`config.mk`:
```
export PLATFORM = sky130hd
export DESIGN_NAME = wci_axi_worker_ctl
export DESIGN_NICKNAME = d
export VERILOG_FILES = /design/src/rtl/wci_axi_worker_ctl.sv
export SDC_FILE = /design/constraint.sdc
export NUM_CORES = 1
export LEC_CHECK = 0
export CAP_MARGIN = 10
export CORE_MARGIN = 4
export CORE_UTILIZATION = 53
export DETAILED_ROUTE_END_ITERATION = 10
export GPL_ROUTABILITY_DRIVEN = 0
export PLACE_DENSITY = 0.95
export SLEW_MARGIN = 20
export SYNTH_ARGS = -nofsm -noshare
export SYNTH_HDL_FRONTEND = slang
export SYNTH_SLANG_ARGS = --single-unit
```
`constraint.sdc`:
```
create_clock -name wciS0_ACLK -period 6.6 [get_ports wciS0_ACLK]
set_input_delay 0.66 -clock wciS0_ACLK [delete_from_list [all_inputs] [get_ports wciS0_ACLK]]
set_output_delay 0.66 -clock wciS0_ACLK [all_outputs]
set_load 0.01 [all_outputs]
```
`src/rtl/wci_axi_worker_ctl.sv`:
```
// wci_axi_worker_ctl
// AXI4-Lite responder terminating a WCI::AXI link at a worker. The upper half
// of the 256-byte window (addr[7]=1) holds control operations, which are issued
// as reads and drive the worker control-state machine. The lower half holds a
// byte-writable property register file that is exported to worker logic.
module wci_axi_worker_ctl #(
   parameter int NREGS = 8
) (
   input  logic                 wciS0_ACLK,
   input  logic                 wciS0_ARESETn,
   input  logic                 wciS0_AWVALID,
   output logic                 wciS0_AWREADY,
   input  logic [31:0]          wciS0_AWADDR,
   input  logic [2:0]           wciS0_AWPROT,
   input  logic                 wciS0_WVALID,
   output logic                 wciS0_WREADY,
   input  logic [31:0]          wciS0_WDATA,
   input  logic [3:0]           wciS0_WSTRB,
   output logic                 wciS0_BVALID,
   input  logic                 wciS0_BREADY,
   output logic [1:0]           wciS0_BRESP,
   input  logic                 wciS0_ARVALID,
   output logic                 wciS0_ARREADY,
   input  logic [31:0]          wciS0_ARADDR,
   input  logic [2:0]           wciS0_ARPROT,
   output logic                 wciS0_RVALID,
   input  logic                 wciS0_RREADY,
   output logic [31:0]          wciS0_RDATA,
   output logic [1:0]           wciS0_RRESP,
   output logic [2:0]           ctl_state,
   output logic                 is_operating,
   output logic [32*NREGS-1:0]  cfg_data
);

   localparam int          IDXW       = (NREGS > 1) ? $clog2(NREGS) : 1;
   localparam logic [5:0]  NREGS_W    = 6'(NREGS);
   localparam logic [31:0] RD_LEGAL   = 32'hC0DE_4201;
   localparam logic [31:0] RD_ILLEGAL = 32'hC0DE_4202;
   localparam logic [1:0]  RESP_OKAY  = 2'b00;
   localparam logic [1:0]  RESP_SLVERR = 2'b10;

   typedef enum logic [2:0] {
      ST_EXISTS      = 3'd0,
      ST_INITIALIZED = 3'd1,
      ST_OPERATING   = 3'd2,
      ST_SUSPENDED   = 3'd3,
      ST_UNUSABLE    = 3'd4
   } ctlState_t;

   // Control state machine
   ctlState_t r_state;
   ctlState_t w_stateNext;
   ctlState_t w_opTarget;
   logic      w_ctlLegal;
   logic      w_inService;

   // Ready gating: all channels stay closed until the first edge out of reset
   logic      r_rdyEn;

   // Write channel holding registers and response
   logic        r_awHeld;
   logic [5:0]  r_awAddr;
   logic        r_wHeld;
   logic [31:0] r_wData;
   logic [3:0]  r_wStrb;
   logic        r_bvalid;
   logic [1:0]  r_bresp;

   // Read channel response
   logic        r_rvalid;
   logic [31:0] r_rdata;

   // Property register file
   logic [NREGS-1:0][31:0] r_cfg;

   // Handshake and commit decode
   logic        w_awReady;
   logic        w_wReady;
   logic        w_arReady;
   logic        w_awHs;
   logic        w_wHs;
   logic        w_arHs;
   logic        w_wrCommit;
   logic [5:0]  w_cAddr;
   logic [31:0] w_cData;
   logic [3:0]  w_cStrb;
   logic [4:0]  w_cIdx;
   logic        w_cCtl;
   logic        w_wrIdxOk;
   logic        w_wrAllowed;
   logic        w_cfgWe;
   logic [1:0]  w_bresp;

   // Read decode
   logic [4:0]  w_rdIdx;
   logic        w_rdIdxOk;
   logic [31:0] w_rdData;

   logic        w_unused;

   assign w_unused = ^{wciS0_AWPROT, wciS0_ARPROT,
                       wciS0_AWADDR[31:8], wciS0_AWADDR[1:0],
                       wciS0_ARADDR[31:8], wciS0_ARADDR[1:0]};

   // Property writes and most control ops are only meaningful once initialized
   assign w_inService = (r_state == ST_INITIALIZED) ||
                        (r_state == ST_OPERATING)   ||
                        (r_state == ST_SUSPENDED);

   // A second AW or W cannot be taken while one is held or a response is pending
   assign w_awReady = r_rdyEn & ~r_awHeld & ~r_bvalid;
   assign w_wReady  = r_rdyEn & ~r_wHeld  & ~r_bvalid;
   assign w_arReady = r_rdyEn & ~r_rvalid;

   assign w_awHs = wciS0_AWVALID & w_awReady;
   assign w_wHs  = wciS0_WVALID  & w_wReady;
   assign w_arHs = wciS0_ARVALID & w_arReady;

   // Write commit: combine held and freshly arriving halves, then classify the access
   always_comb begin
      w_wrCommit  = (r_awHeld | w_awHs) & (r_wHeld | w_wHs);
      w_cAddr     = r_awHeld ? r_awAddr : wciS0_AWADDR[7:2];
      w_cData     = r_wHeld  ? r_wData  : wciS0_WDATA;
      w_cStrb     = r_wHeld  ? r_wStrb  : wciS0_WSTRB;
      w_cCtl      = w_cAddr[5];
      w_cIdx      = w_cAddr[4:0];
      w_wrIdxOk   = ({1'b0, w_cIdx} < NREGS_W);
      w_wrAllowed = ~w_cCtl & w_inService;
      w_cfgWe     = w_wrCommit & w_wrAllowed & w_wrIdxOk;
      w_bresp     = w_wrAllowed ? RESP_OKAY : RESP_SLVERR;
   end

   // Control-op legality and the state each op leads to from the current state
   always_comb begin
      w_ctlLegal = 1'b0;
      w_opTarget = r_state;
      case (wciS0_ARADDR[4:2])
         3'd0: begin
            w_ctlLegal = (r_state == ST_EXISTS);
            w_opTarget = ST_INITIALIZED;
         end
         3'd1: begin
            w_ctlLegal = (r_state == ST_INITIALIZED) || (r_state == ST_SUSPENDED);
            w_opTarget = ST_OPERATING;
         end
         3'd2: begin
            w_ctlLegal = (r_state == ST_OPERATING);
            w_opTarget = ST_SUSPENDED;
         end
         3'd3: begin
            w_ctlLegal = w_inService;
            w_opTarget = ST_UNUSABLE;
         end
         3'd4, 3'd5, 3'd6: begin
            w_ctlLegal = w_inService;
            w_opTarget = r_state;
         end
         default: begin
            w_ctlLegal = 1'b0;
            w_opTarget = r_state;
         end
      endcase
      w_stateNext = (w_arHs && wciS0_ARADDR[7] && w_ctlLegal) ? w_opTarget : r_state;
   end

   // Read data: control ops report legality, property reads return the register
   always_comb begin
      w_rdIdx   = wciS0_ARADDR[6:2];
      w_rdIdxOk = ({1'b0, w_rdIdx} < NREGS_W);
      w_rdData  = '0;
      if (wciS0_ARADDR[7]) begin
         w_rdData = w_ctlLegal ? RD_LEGAL : RD_ILLEGAL;
      end else if (w_rdIdxOk) begin
         w_rdData = r_cfg[w_rdIdx[IDXW-1:0]];
      end
   end

   // Control state register
   always_ff @(posedge wciS0_ACLK or negedge wciS0_ARESETn) begin
      if (!wciS0_ARESETn) begin
         r_state <= ST_EXISTS;
      end else begin
         r_state <= w_stateNext;
      end
   end

   // Open the ready lines one edge after reset is released
   always_ff @(posedge wciS0_ACLK or negedge wciS0_ARESETn) begin
      if (!wciS0_ARESETn) begin
         r_rdyEn <= 1'b0;
      end else begin
         r_rdyEn <= 1'b1;
      end
   end

   // AW/W holding registers: capture each half independently, drain on commit
   always_ff @(posedge wciS0_ACLK or negedge wciS0_ARESETn) begin
      if (!wciS0_ARESETn) begin
         r_awHeld <= 1'b0;
         r_awAddr <= '0;
         r_wHeld  <= 1'b0;
         r_wData  <= '0;
         r_wStrb  <= '0;
      end else if (w_wrCommit) begin
         r_awHeld <= 1'b0;
         r_wHeld  <= 1'b0;
      end else begin
         if (w_awHs) begin
            r_awHeld <= 1'b1;
            r_awAddr <= wciS0_AWADDR[7:2];
         end
         if (w_wHs) begin
            r_wHeld <= 1'b1;
            r_wData <= wciS0_WDATA;
            r_wStrb <= wciS0_WSTRB;
         end
      end
   end

   // Write response: raised with the commit, held until BREADY is seen
   always_ff @(posedge wciS0_ACLK or negedge wciS0_ARESETn) begin
      if (!wciS0_ARESETn) begin
         r_bvalid <= 1'b0;
         r_bresp  <= RESP_OKAY;
      end else if (w_wrCommit) begin
         r_bvalid <= 1'b1;
         r_bresp  <= w_bresp;
      end else if (r_bvalid && wciS0_BREADY) begin
         r_bvalid <= 1'b0;
      end
   end

   // Read response: one outstanding read, data frozen until RREADY is seen
   always_ff @(posedge wciS0_ACLK or negedge wciS0_ARESETn) begin
      if (!wciS0_ARESETn) begin
         r_rvalid <= 1'b0;
         r_rdata  <= '0;
      end else if (w_arHs) begin
         r_rvalid <= 1'b1;
         r_rdata  <= w_rdData;
      end else if (r_rvalid && wciS0_RREADY) begin
         r_rvalid <= 1'b0;
      end
   end

   // Property register file with per-byte write enables
   always_ff @(posedge wciS0_ACLK or negedge wciS0_ARESETn) begin
      if (!wciS0_ARESETn) begin
         r_cfg <= '0;
      end else if (w_cfgWe) begin
         for (int i = 0; i < NREGS; i++) begin
            if (w_cIdx == 5'(i)) begin
               for (int b = 0; b < 4; b++) begin
                  if (w_cStrb[b]) begin
                     r_cfg[i][8*b +: 8] <= w_cData[8*b +: 8];
                  end
               end
            end
         end
      end
   end

   assign wciS0_AWREADY = w_awReady;
   assign wciS0_WREADY  = w_wReady;
   assign wciS0_ARREADY = w_arReady;
   assign wciS0_BVALID  = r_bvalid;
   assign wciS0_BRESP   = r_bresp;
   assign wciS0_RVALID  = r_rvalid;
   assign wciS0_RDATA   = r_rdata;
   assign wciS0_RRESP   = RESP_OKAY;
   assign ctl_state     = r_state;
   assign is_operating  = (r_state == ST_OPERATING);
   assign cfg_data      = r_cfg;

endmodule

```
==> results of run 1 <==
-- placed cells by master, fill, tap and decap left out, types with 7 or more instances in the layout --
cell / n
clkdlybuf4s50_1: 348
dfrtp_1: 338
mux2_2: 329
mux4_2: 62
clkbuf_16: 39
mux2i_1: 34
nor3_4: 32
o21ai_0: 32
nand2_1: 24
a21oi_1: 13
buf_4: 10
clkbuf_8: 9
nand4_4: 8
mux2_1: 8
nor2_1: 7
clkbuf_1: 7
-- state kept, by name (all words and copies together) (netlist names) --
register      count
r_rdyEn           1
r_wData          32
r_awAddr          6
r_wHeld           1
r_wStrb           4
wciS0_RDATA      32
cfg_data        256
ctl_state         3
wciS0_BRESP       1
r_awHeld          1
wciS0_BVALID      1
wciS0_RVALID      1
-- power breakdown --
part           internal [mW]  switching [mW]
Clock                   1.22           0.836
Combinational          0.373           0.542
Sequential              2.23           0.134
-- critical path, delay by kind of cell, from the launching register on --
kind          cells  cell delay [ns]
simple gates      2             0.96
mux               2             1.13
flops             1             0.83
-- cells by family (layout without fill, tap and decap cells) --
| family | count (synthesis) | in the layout | share of synthesized area (%) |
|---|---|---|---|
| buf+inv | 50 | 431 | 1.410 |
| flops | 339 | 339 | 53.99 |
| xor+xnor | 1 | 1 | 0.05576 |
| simple gates | 101 | 101 | 6.538 |
| compound gates | 62 | 62 | 2.461 |
| other cells | 2 | 6 | 0.04780 |
| mux | 435 | 435 | 35.49 |
-- area by class of cell --
| cell class | count | area [µm²] | share of cell area [%] |
|---|---|---|---|
| multi-input cells | 603 | 7028 | 33.72 |
| clock buffers | 55 | 1126 | 5.403 |
| flip-flops and latches | 339 | 8484 | 40.71 |
| repair buffers | 362 | 3610 | 17.32 |
| inverters | 3 | 11.26 | 0.05403 |
| clock inverters | 11 | 96.34 | 0.4623 |
| well taps | 384 | 480.5 | 2.305 |
| diodes | 2 | 5.005 | 0.02401 |
-- layer usage --
metal | share of wire [%] | wire [µm] | vias up
li1 | - | - | 4468
met1 | 41 | 18430 | 5549
met2 | 49 | 22390 | 453
met3 | 7.1 | 3227 | 91
met4 | 3.0 | 1386 | 4
met5 | 0.048 | 22 | -
-- stage by stage --
step | worst slack, ns | util [%] | cells
after CTS | 3.555 | 72.00 | 1757
after detailed placement | 3.321 | 67.77 | 1691
after floorplan | 4.304 | - | 992
after global placement | 3.391 | 67.77 | 1691
final | 3.552 | 72.03 | 1759
after global routing | 3.415 | 72.03 | 1759
-- worst paths after layout --
check / depth (start not counted) / to
hold reg to reg: 2 / wciS0_RDATA[12]
setup / recovery: 4 / cfg_data[27]
min in group wciS0_ACLK: 2 / wciS0_RDATA[12]
setup reg to reg: 4 / cfg_data[27]
max in group asynchronous: 2 / cfg_data[224]
hold / removal: 1 / cfg_data[83]
==> results.cfg, run 1 <==
[clocking]
cts_tree = built
htree_levels = 2
cts_resized = 0
clock_latency_ns = 0.51
postCtsSetupBuffers = 0
clk_pin_slew_ns = 0.06
cts_root_buf = clkbuf_16
cts_buffers = 37
cts.sinks = 339
cts_buffer_depth = 3
postCtsHoldBufs = 0

[global_routing]
met1_usage_pct = 36.28
grt_pass1_vias = 11310
grt_pass1_wl_mm = 69.37
antenna_found_initial = 4
gr-usage-all-layers_pct = 27.22
grt_util_met2_pct = 45.21
gr-total-overflow = 0
grt_max_degree = 117
grt.busiest_layer = met2
use_met3_pct = 6.076

[sta]
timing.final.crit_share_pct = 46.19
whs_ns = 0.1060
fmax_mhz = 328.0
setup_viol = 0
drv_slew = 0
slew_headroom_pct = 24.09
rsz0062_at_grt = false
setup_tns_ns = 0
tightest_slew_ns = 1.139
fin_crit_ns = 3.048
hold_violations = 0
worst_clock_skew_ns = 0.01178

[logic_synthesis]
synth_edf_count = 0
synth-seq-area-share_pct = 53.99
yosys.area.top_type_share_pct = 53.99
synth_area_leaders = dfrtp_1, mux2_2, mux4_2
post-synth-top-area-cell = dfrtp_1
synthFlopType = dfrtp_1
netlist_area_um2 = 15710
yosysWarnings = 0
synthDistinctLibCells = 48
synthTopCellsByCount = dfrtp_1, mux2_2, mux4_2
yosysMostFrequentCell = dfrtp_1
synth-seq-cells = 339
synth-async-reset-ratio_pct = 100.0
postSynthAreaPerCell_um2 = 15.87
synth_cells = 990

[job]
maxCapViolCount = 0

[floorplan]
row_count = 62
io_pins = 414
dieArea_um2 = 32460
core_um2 = 28940
die_w_um = 180.2
start_util_pct = 54.30
die_y_um = 180.2

[critical_path]
cp-end-kind = flop
rr_startpoint = r_awHeld
critical_path.max_stage_delay_ns = 0.83
arrival_ns = 3.44
path_max_fanout = 17
worst_ep_required_time_ns = 7.00
worstSetupPathType = flop to flop
slowest_stage = dfrtp_1
crit_chain = mux2i_4 -> nand4_4 -> nor3_4 -> mux2_2
rrSetupSlack_ns = 3.55
crit_start = r_awHeld
startpoint_type = flop

[final_layout]
stdcell_area_um2 = 20840
fillers = 1804
nets = 1459
synthToLayoutAreaGrowth_pct = 32.65
drive_above_1_share_pct = 37.51

[power]
power-per-cell-area_nw_per_um2 = 256.3
p_leak_nw = 9.549
max-vdd-ir-drop_uv = 231.2
finalPower_mw = 5.341

[drt]
ant_nets = 0
drc = 0
drt-total-wl_mm = 45.45
wire_per_inst_um = 25.84
routed_via_density = 6.006
drtPass1Iterations = 5
dr.first_iter.drc_count = 713
dr_total_vias = 10570

[run_status]
outcome = finished clean

[place]
dp_hpwl_mm = 29.97
port_buffers = 352
place_area_um2 = 19610

[worst_hold_path]
hold_path_class = input pin to async pin
Power figures use the tool's default switching activity.
==> run 2: changes to the inputs <==
Settings changed: CORE_UTILIZATION 53 to 44, PLACE_DENSITY 0.95 to 0.88.
Clock period 6.6 ns to 2.5 ns, I/O delays scaled along.
==> results.cfg, run 2 (synthesis results as in run 1) <==
[run_status]
outcome = finished clean

[power]
p_comb_share_pct = 19.1
switchingPower_mw = 4.025
p_seq_share_pct = 43.3
finalPower_mw = 14.19
p_int_mw = 10.16
power-per-cell-area_nw_per_um2 = 654.5
p_leak_nw = 9.929
switching_share_pct = 28.37
max-vdd-ir-drop_uv = 435.9
clockPowerShare_pct = 37.5

[drt]
routed_via_density = 5.686
dr.first_iter.drc_count = 433
drtPass1Iterations = 4
wire_per_inst_um = 25.16
drt-total-wl_mm = 47.50
ant_nets = 0
drc = 0
dr_total_vias = 10740

[critical_path]
worst_ep_required_time_ns = 2.89
startpoint_type = flop
crit_family = simple AND/OR/NAND/NOR gates
crit_buf_inv = 1
crit_chain = and3b_1 -> o22ai_4 -> buf_12 -> nor3_4 -> mux2_2
slowest_stage = nor3_4
critical_path.max_stage_delay_ns = 0.63
worstSetupPathType = flop to flop
cp-end-kind = flop
arrival_ns = 2.79
path_max_fanout = 16

[floorplan]
io_pins = 414
core_um2 = 34880
die_w_um = 197.0
dieArea_um2 = 38800
die_y_um = 197.0
start_util_pct = 45.04
row_count = 68

[final_layout]
final_cell_mix = clkdlybuf4s50_1, dfrtp_1, mux2_2
finalNonFillerCells = 1888
drive_above_1_share_pct = 39.69
stdcell_area_um2 = 21680
synthToLayoutAreaGrowth_pct = 37.97
nets = 1520
layout_commonest_cell = clkdlybuf4s50_1
largest_register_ffs = 256

[clocking]
clock_latency_ns = 0.52
cts_tree = built
cts.sinks = 339
clk_pin_slew_ns = 0.06
cts_buffers = 37
cts_buffer_depth = 3
htree_levels = 2
cts_resized = 0
cts_root_buf = clkbuf_16

[sta]
rsz0062_at_grt = false
drv_slew = 0
setup_tns_ns = 0
tightest_slew_ns = 1.056
fin_crit_ns = 2.395
setup_viol = 0
fmax_mhz = 417.5
worst_clock_skew_ns = 0.01843
timing.final.crit_share_pct = 95.81
worst_slack_ns = 0.1049
slew_headroom_pct = 29.62
hold_violations = 0

[place]
dpl.cell_count = 1821
dp_hpwl_mm = 32.90
dp_slack_ns = -0.04173
place_area_um2 = 20470
port_buffers = 352

[global_routing]
grt_pass1_wl_mm = 72.37
gr-usage-all-layers_pct = 24.07
grt_max_degree = 77
gr-total-overflow = 0
grt_pass1_vias = 11770
antenna_found_initial = 3

[worst_hold_path]
hold_path_class = input pin to flop

[job]
maxCapViolCount = 0
[run 2: timing repair]
action | in CTS | in global routing
setup endpoints to repair | 0 | 8
hold endpoints to repair | 57 | 0
setup buffers | 0 | 1
hold buffers | 1 | 0
[run 2: worst register-to-register path, delay by kind of cell (launching register included)]
kind	cells	cell delay [ns]
buffers and inverters	1	0.20
AND/OR/NAND/NOR	2	0.97
AO/OA/AOI/OAI	1	0.13
multiplexers	1	0.41
flip-flops	1	0.56
[run 2: routing by layer]
metal / track usage [%] / wire [µm]
met5: 0 / 13
met4: 6.831 / 1150
met3: 5.795 / 3123
met2: 40.88 / 24050
met1: 31.07 / 19160
[run 2: final timing paths]
kind,start,endpoint,slack [ns],cells after the start
setup / recovery,r_rdyEn,cfg_data[228],0.10,5
hold / removal,wciS0_ARADDR[3],ctl_state[1],0.07,2
setup reg to reg,r_rdyEn,cfg_data[228],0.10,5
hold reg to reg,wciS0_RDATA[8],wciS0_RDATA[8],0.49,2
max in group asynchronous,wciS0_ARESETn,r_wData[4],1.37,3
min in group asynchronous,wciS0_ARESETn,cfg_data[84],0.29,2
[run 2: power by group through the flow]
| stage | clock network (mW) | logic, mW | registers [mW] |
|---|---|---|---|
| floorplan | 0 | 1.73 | 6.17 |
| global route | 5.65 | 2.89 | 6.19 |
| global placement | 0 | 2.59 | 6.20 |
| detailed placement | 0 | 2.69 | 6.24 |
| CTS | 5.40 | 2.71 | 6.14 |
| finish | 5.32 | 2.71 | 6.15 |
[run 2: stage by stage]
step	hold WS [ns]	util (%)
after CTS	0.04225	62.07
after global placement	0.2407	58.67
after floorplan	-0.04559	-
after detailed placement	0.2518	58.67
after global routing	0.06936	62.14
final	0.06942	62.14
[run 2: layout make-up]
| type | count | area (µm²) |
|---|---|---|
| Fill cell | 2542 | 13210 |
| Sequential cell | 339 | 8484 |
| Multi-Input combinational cell | 603 | 7028 |
| Timing Repair Buffer | 423 | 4404 |
| Clock buffer | 56 | 1100 |
| Tap cell | 455 | 569.3 |
| Clock inverter | 7 | 75.07 |
| Inverter | 3 | 11.26 |
| Antenna cell | 2 | 5.005 |
